File: src/rtl/spi_mnrch_arb.sv
`default_nettype none
// ============================================================================
// Module   : spi_mnrch_arb
// Purpose  : Round-robin arbiter sharing one SPI_mnrch engine between two
//            requesters, with per-requester SS_n steering and a BUSY watchdog.
// Revision : 1.0 - initial release
// ============================================================================
module spi_mnrch_arb #(
  parameter int TIMEOUT = 4096,
  parameter int GAP_CYC = 4
) (
  input  logic        clk,
  input  logic        rst_n,
  input  logic        req0,
  input  logic        req1,
  input  logic [15:0] cmd0,
  input  logic [15:0] cmd1,
  output logic        done0,
  output logic        done1,
  output logic [7:0]  resp0,
  output logic [7:0]  resp1,
  output logic        err0,
  output logic        err1,
  output logic        snd,
  output logic [15:0] cmd,
  input  logic        spi_done,
  input  logic [7:0]  spi_resp,
  input  logic        spi_SS_n,
  output logic        SS_n0,
  output logic        SS_n1,
  output logic        busy
);

  localparam int c_TW = $clog2(TIMEOUT);
  localparam int c_GW = $clog2(GAP_CYC + 1);
  localparam logic [c_TW-1:0] c_TMAX = c_TW'(TIMEOUT - 1);
  localparam logic [c_GW-1:0] c_GMAX = c_GW'(GAP_CYC - 1);

  typedef enum logic [1:0] {
    S_IDLE = 2'd0,
    S_BUSY = 2'd1,
    S_GAP  = 2'd2
  } state_t;

  state_t            r_state;
  state_t            w_state_nxt;

  logic              r_spi_done_q;
  logic [c_TW-1:0]   r_timer;
  logic [c_GW-1:0]   r_gap_cnt;
  logic              r_prio;
  logic              r_sel;
  logic [15:0]       r_cmd;
  logic              r_snd;
  logic              r_done0;
  logic              r_done1;
  logic              r_err0;
  logic              r_err1;
  logic [7:0]        r_resp0;
  logic [7:0]        r_resp1;
  logic              r_busy;

  logic              w_rise;
  logic              w_grant;
  logic              w_winner;
  logic              w_complete;
  logic              w_timeout;
  logic              w_finish;

  // A done level left high by the previous transaction must not count; only
  // a fresh rising edge completes the current one.
  assign w_rise   = spi_done & ~r_spi_done_q;
  assign w_finish = w_complete | w_timeout;

  always_ff @(posedge clk or negedge rst_n) begin
    if (!rst_n) begin
      r_state <= S_IDLE;
    end else begin
      r_state <= w_state_nxt;
    end
  end

  always_comb begin
    w_state_nxt = r_state;
    w_grant     = 1'b0;
    w_winner    = r_prio;
    w_complete  = 1'b0;
    w_timeout   = 1'b0;
    unique case (r_state)
      S_IDLE: begin
        if (req0 | req1) begin
          w_grant     = 1'b1;
          w_winner    = (req0 & req1) ? r_prio : req1;
          w_state_nxt = S_BUSY;
        end
      end
      S_BUSY: begin
        // Completion takes precedence over a coincident watchdog expiry.
        if (w_rise) begin
          w_complete  = 1'b1;
          w_state_nxt = S_GAP;
        end else if (r_timer == c_TMAX) begin
          w_timeout   = 1'b1;
          w_state_nxt = S_GAP;
        end
      end
      S_GAP: begin
        if (r_gap_cnt == c_GMAX) begin
          w_state_nxt = S_IDLE;
        end
      end
      default: begin
        w_state_nxt = S_IDLE;
      end
    endcase
  end

  // Launch path: winner selection, command capture and single-cycle strobe.
  always_ff @(posedge clk or negedge rst_n) begin
    if (!rst_n) begin
      r_snd        <= 1'b0;
      r_sel        <= 1'b0;
      r_cmd        <= 16'h0000;
      r_spi_done_q <= 1'b0;
      r_busy       <= 1'b0;
    end else begin
      r_snd        <= w_grant;
      r_spi_done_q <= spi_done;
      r_busy       <= (w_state_nxt != S_IDLE);
      if (w_grant) begin
        r_sel <= w_winner;
        r_cmd <= w_winner ? cmd1 : cmd0;
      end
    end
  end

  always_ff @(posedge clk or negedge rst_n) begin
    if (!rst_n) begin
      r_timer   <= '0;
      r_gap_cnt <= '0;
    end else begin
      if (w_grant) begin
        r_timer <= '0;
      end else if ((r_state == S_BUSY) && (w_state_nxt == S_BUSY)) begin
        r_timer <= r_timer + 1'b1;
      end
      if (w_finish) begin
        r_gap_cnt <= '0;
      end else if (r_state == S_GAP) begin
        r_gap_cnt <= r_gap_cnt + 1'b1;
      end
    end
  end

  // Return path: per-requester done/err pulses, held response and priority.
  always_ff @(posedge clk or negedge rst_n) begin
    if (!rst_n) begin
      r_done0 <= 1'b0;
      r_done1 <= 1'b0;
      r_err0  <= 1'b0;
      r_err1  <= 1'b0;
      r_resp0 <= 8'h00;
      r_resp1 <= 8'h00;
      r_prio  <= 1'b0;
    end else begin
      r_done0 <= w_finish & ~r_sel;
      r_done1 <= w_finish & r_sel;
      r_err0  <= w_timeout & ~r_sel;
      r_err1  <= w_timeout & r_sel;
      if (w_finish) begin
        r_prio <= ~r_sel;
        if (r_sel) begin
          r_resp1 <= w_complete ? spi_resp : 8'hFF;
        end else begin
          r_resp0 <= w_complete ? spi_resp : 8'hFF;
        end
      end
    end
  end

  assign snd   = r_snd;
  assign cmd   = r_cmd;
  assign done0 = r_done0;
  assign done1 = r_done1;
  assign err0  = r_err0;
  assign err1  = r_err1;
  assign resp0 = r_resp0;
  assign resp1 = r_resp1;
  assign busy  = r_busy;

  assign SS_n0 = r_sel ? 1'b1 : spi_SS_n;
  assign SS_n1 = r_sel ? spi_SS_n : 1'b1;

endmodule
`default_nettype wire

File: config.mk
export PLATFORM = sky130hd
export DESIGN_NAME = spi_mnrch_arb
export DESIGN_NICKNAME = d
export VERILOG_FILES = /design/src/rtl/spi_mnrch_arb.sv
export SDC_FILE = /design/constraint.sdc
export NUM_CORES = 1
export LEC_CHECK = 0
export ABC_AREA = 1
export BUFFER_PORTS_ARGS = -buffer_cell sky130_fd_sc_hd__buf_2
export CAP_MARGIN = 10
export CELL_PAD_IN_SITES_DETAIL_PLACEMENT = 1
export CELL_PAD_IN_SITES_GLOBAL_PLACEMENT = 2
export CORE_UTILIZATION = 25
export DETAILED_ROUTE_END_ITERATION = 7
export PLACE_DENSITY_LB_ADDON = 0.1
export SYNTH_ARGS = -nofsm -noshare
export SYNTH_HDL_FRONTEND = slang
export SYNTH_SLANG_ARGS = --single-unit
File: constraint.sdc
create_clock -name clk -period 1.7 [get_ports clk]
set_input_delay 0.085 -clock clk [delete_from_list [all_inputs] [get_ports clk]]
set_output_delay 0.085 -clock clk [all_outputs]
set_load 0.05 [all_outputs]
==> After elaboration in Yosys (flattened, before gate mapping) <==
Index checks and enable logic that the tools add are counted.
{ "word_totals": {"reg_bits": 58, "latchBits": 0, "ramBits": 0, "mem_bits_ro": 0, "inputBits": 46, "word_cells": 62, "n_memories": 0} }
{ "classes": {"add_sub_neg": 2, "n_mul": 0, "div_mod_pow": 0, "n_lt_le_gt_ge": 0, "eq_ne": 5, "shift": 0, "mux": 23, "bitwise": 10, "n_reduce_logical": 7} }
{ "ops": {"columns": ["op", "n"], "rows": [
  ["12-bit two-way mux", 2],
  ["16-bit two-way mux", 1],
  ["12-bit by 1-bit adder with 12-bit output (second input constant)", 1],
  ["12-bit == test (second input constant)", 1],
  ["1-bit two-way mux", 12],
  ["2-bit two-way mux", 4],
  ["8-bit two-way mux", 1],
  ["1-bit bitwise AND", 6],
  ["3-bit two-way mux", 2],
  ["2-bit one-hot mux with 3 select lines", 1],
  ["2-bit nonzero test", 3],
  ["2-bit by 1-bit == test with 1-bit output (second input constant)", 2],
  ["2-bit AND reduction", 2],
  ["3-bit by 1-bit adder with 3-bit output (second input constant)", 1],
  ["3-bit by 2-bit == test with 1-bit output (second input constant)", 1],
  ["2-bit == test (second input constant)", 1],
  ["2-bit logical NOT", 1],
  ["1-bit NOT", 2],
  ["1-bit bitwise OR", 2],
  ["1-bit logical AND", 1]
]} }

==> Depth between registers and ports, before layout <==
{ "logic_depth": {"ltp_word": 8, "depth_mapped": 10, "ltp_nobuf": 9} }

==> Worst setup path before layout <==
Ideal clock, no wire load.
{ "synth_timing": {"path_type": "register to register", "start": "register r_timer[0]", "end": "register r_timer[6]", "arrival_time_ps": 1362, "slack_ps": 222, "path_stages_with_launch": 10, "path_buffers": 1, "synth_period_minus_slack_ps": 1478, "cell_sequence": "dfrtp_1 -> ha_1 -> nand2_1 -> nor2_2 -> nand3_2 -> nand2_2 -> inv_1 -> buf_2 -> nand3_1 -> nand2_1"} }
{ "synth_via": {"elab_chain_len": 7, "elab_cells_between_ends": 10, "classes_between": "add/sub: 1; eq/ne: 2; mux: 5; reduce/logical: 2"} }
{ "synth_rtl": {"columns": ["element", "line_no", "source"], "rows": [
  ["from (decl)", "49", "logic [c_TW-1:0] r_timer;"],
  ["from (signal assigned)", "145", "r_timer <= r_timer + 1'b1;"],
  ["12-bit == test", "102", "end else if (r_timer == c_TMAX) begin"],
  ["2-bit two-way mux", "102", null],
  ["2-bit two-way mux", "99", "if (w_rise) begin"],
  ["2-bit one-hot mux with 3 select lines", "89", "unique case (r_state)"],
  ["2-bit by 1-bit == test with 1-bit output", "144", "end else if ((r_state == S_BUSY) && (w_state_nxt == S_BUSY)) begin"],
  ["1-bit logical AND", "144", null],
  ["2-bit nonzero test (no source line)", null, null]
]} }
Parallel ways exist; a longest one is shown, timed or not. The select of a mux whose other input is x is not followed.
A chain may end at the register's enable or synchronous reset.

==> Final worst setup path <==
{ "layout_timing": {"start": "register r_timer[1]", "end": "register r_resp0[6] (netlist: resp0[6])"} }
{ "layout_via": {"elab_chain_len": 6} }
{ "layout_rtl": {"columns": ["element", "line_no", "source"], "rows": [
  ["12-bit == test", "102", null],
  ["1-bit two-way mux", "102", null],
  ["1-bit two-way mux", "99", null],
  ["1-bit two-way mux", "89", null],
  ["1-bit bitwise OR", "73", "assign w_finish = w_complete | w_timeout;"],
  ["2-bit AND reduction (no source line)", null, null],
  ["to (signal assigned)", "175", "r_resp0 <= w_complete ? spi_resp : 8'hFF;"],
  ["to (decl)", "59", "logic [7:0] r_resp0;"]
]} }
No other way between the ends.

==> impl_metrics.csv <==
group,metric,value,unit
run_status,status,"completed",
floorplanning,coreArea,11500,um^2
setup_path,r2r_cells,8,
clocking,clockBufferDepth,2,
grt,grt_pass1_wl,14900,um
flow_run,cap_viol_max_count,0,
place,hpwl,6110,um
setup_path,worstSetupPathType,"reg -> reg",
logic_synthesis,syn_inst,381,
power,pwr_density_cell,1990,nW/um^2
route,firstDrtPassIters,4,
logic_synthesis,synth_area_per_cell,7.76,um^2
setup_path,r2r_slack,0.14,ns
place,port_buffers,85,
cells_and_area,drive_above_1_share,0.288,
sta,setup_slack,0.145,ns
floorplanning,ios,86,
setup_path,crit_path_end_kind,"flop",
place,pre_cts_ws,0.101,ns
grt,grt_pass1_vias,2936,
min_path,hold_start,"cmd1[13]",
place,gp_congestion,0.706,
route,vias,2824,
clocking,insertion_delay,0.33,ns
setup_path,critPathLaunchType,"flop",
grt,grt_max_degree,59,
clocking,cts_max_level,3,
cells_and_area,final_nets,533,
route,vias_per_cell,4.47,
sta,setup_viol_count_final,0,
logic_synthesis,yosysWarningCount,0,
sta,period_share,0.915,
grt,grt.total_usage,0.154,
setup_path,critPathMaxFanout,12,
cells_and_area,area_growth,36.5,%
route,drt_iter0_drc,71,
clocking,cts_root_buf,"clkbuf_16",
min_path,holdPathEnd,"cmd[13]$_DFFE_PN0P_",
setup_path,reg2reg_to,"resp0[6]$_DFFE_PN0P_",
cells_and_area,final_cells,632,
min_path,hold_path.class,"in -> reg",
sta,fmax,643,MHz
sta,fin_skew,0.00702,ns
power,p_leak,2.18,nW
power,p_total,8.04,mW
logic_synthesis,synth_cell_type_count,24,
route,wirelength,8630,um
logic_synthesis,syn-num-nets,430,
setup_path,required,1.96,ns
route,wire_per_inst,13.7,um
floorplanning,rows,39,
place,placed_area,3640,um^2
sta,timing.slew.headroom,0.754,
sta,hold_viol_final,0,
cells_and_area,nFillCells,1402,
grt,overflow,0,
sta,worst_slew_pin_slew,0.368,ns
logic_synthesis,ys_seq_elements,58,
power,ir_drop,0.739,mV
setup_path,arrival,1.82,ns
place,place_inst,612,
cells_and_area,n_antenna_cell,0,
min_path,holdPathStages,5,
clocking,cts-buffers-inserted,9,
sta,fin_crit,1.56,ns
floorplanning,initial_utilization,0.258,
logic_synthesis,syn_area,2960,um^2
cells_and_area,fin_area,4040,um^2
clocking,path_clk_slew,0.06,ns
route,ant_nets,0,
route,drc,0,
sta,slew_viol_final,0,
clocking,cts_tree,"done",
floorplanning,die_w,111,um
floorplanning,fp.dieH,111,um
logic_synthesis,ys_seq_area_frac,0.491,
floorplanning,dieArea,12300,um^2
clocking,cts.sinks,58,
setup_path,r2r-start,"r_timer[1]$_DFFE_PN0P_",
grt,antenna_found_initial,1,
## through the flow
step	utilization	hold WS [ns]	TNS, ns
after global placement	0.317	0.127	0
after CTS	0.347	0.0377	0
after detailed placement	0.317	0.128	0
final	0.352	0.0509	0
after floorplan	-	-0.211	0
after global routing	0.352	0.0504	-0.107
## cell type report
| class | count | area, um^2 | area share |
|---|---|---|---|
| Sequential cell | 58 | 1450 | 0.360 |
| Timing Repair Buffer | 105 | 606 | 0.150 |
| Multi-Input combinational cell | 263 | 1290 | 0.321 |
| Inverter | 46 | 179 | 0.0443 |
| Timing Repair inverter | 1 | 7.51 | 0.00186 |
| Clock buffer | 9 | 225 | 0.0558 |
| Clock inverter | 7 | 93.8 | 0.0233 |
| Tap cell | 143 | 179 | 0.0443 |
## power by group
| part | switching, mW | total [mW] | internal, mW |
|---|---|---|---|
| logic | 2.95 | 3.92 | 0.975 |
| clock network | 0.665 | 1.94 | 1.28 |
| registers | 0.282 | 2.18 | 1.90 |
| total | 3.89 | 8.04 | 4.15 |
## synth_stat cells (all sizes together)
library cell  number  area, um^2
nand2            151         582
dfrtp             58        1450
inv               46         173
nand3             34         185
nand4             26         163
nor2              21        88.8
nand3b            16         120
buf                8        50.0
clkbuf             6        22.5
o21ai              4        27.5
ha                 3        37.5
or2                3        18.8
xor2               3        26.3
nor3               2        10.0
## registers in the layout, indices dropped and copies added (netlist names)
| name | cells |
|---|---|
| cmd | 16 |
| resp0 | 8 |
| done0 | 1 |
| r_timer | 12 |
| r_spi_done_q | 1 |
| err0 | 1 |
| busy | 1 |
| snd | 1 |
| r_state | 2 |
| r_gap_cnt | 3 |
| r_prio | 1 |
| resp1 | 8 |
| done1 | 1 |
| r_sel | 1 |
| err1 | 1 |
## how the worst max path moves through the flow
| stage | startpoint | to | slack [ns] | cells after the start |
|---|---|---|---|---|
| after global placement | r_timer[10]$_DFFE_PN0P_ | resp0[1]$_DFFE_PN0P_ | 0.13 | 7 |
| after global routing | r_timer[1]$_DFFE_PN0P_ | r_timer[5]$_DFFE_PN0P_ | -0.02 | 10 |
| after floorplan | r_timer[0]$_DFFE_PN0P_ | r_timer[6]$_DFFE_PN0P_ | 0.22 | 9 |
| final | r_timer[1]$_DFFE_PN0P_ | resp0[6]$_DFFE_PN0P_ | 0.14 | 8 |
| after detailed placement | r_timer[1]$_DFFE_PN0P_ | resp0[7]$_DFFE_PN0P_ | 0.10 | 8 |
| after CTS | r_timer[1]$_DFFE_PN0P_ | resp0[3]$_DFFE_PN0P_ | 0.09 | 8 |
## cells by family (layout without fill, tap and decap cells)
logic type	count (synthesis)	in the layout	synth area share
AO/OA/AOI/OAI	4	4	0.00932
adder cells (fa/ha/maj)	3	3	0.0127
buffers and inverters	60	168	0.0830
XOR/XNOR	3	3	0.00889
AND/OR/NAND/NOR	253	253	0.395
flip-flops	58	58	0.491
## critical path, stage by stage (launching register included)
cell and delay, ns:
dfrtp_1 0.39, ha_1 0.18, nand2_1 0.09, nor2_4 0.15, nand3_4 0.11, nand2_4 0.17, buf_4 0.18, nand4_1 0.12
nand2_1 0.10
## cells in the final DEF, fill, tap and decap left out, drive strengths merged, types with 9 or more instances in the layout
master  count
nand3b     16
nand4      26
nand3      34
nand2     151
inv        45
nor2       21
buf       103
dfrtp      58
clkbuf      9
## what timing repair did
action,4_1_cts,5_1_grt
setup endpoints to repair,0,31
hold endpoints to repair,59,0
buffers inserted,0,1
hold buffers,2,0
resized for setup,0,9
## layer usage
layer  share of wire  vias up  routed length [um]  global-route usage
li1                -     1418                   -                   -
met1            0.50     1324                4320               0.206
met2            0.43       67                3730               0.232
met3           0.048       13                 414              0.0443
met4           0.017        2                 148              0.0667
met5          0.0015        -                  13                   0
Power figures use the tool's default switching activity.
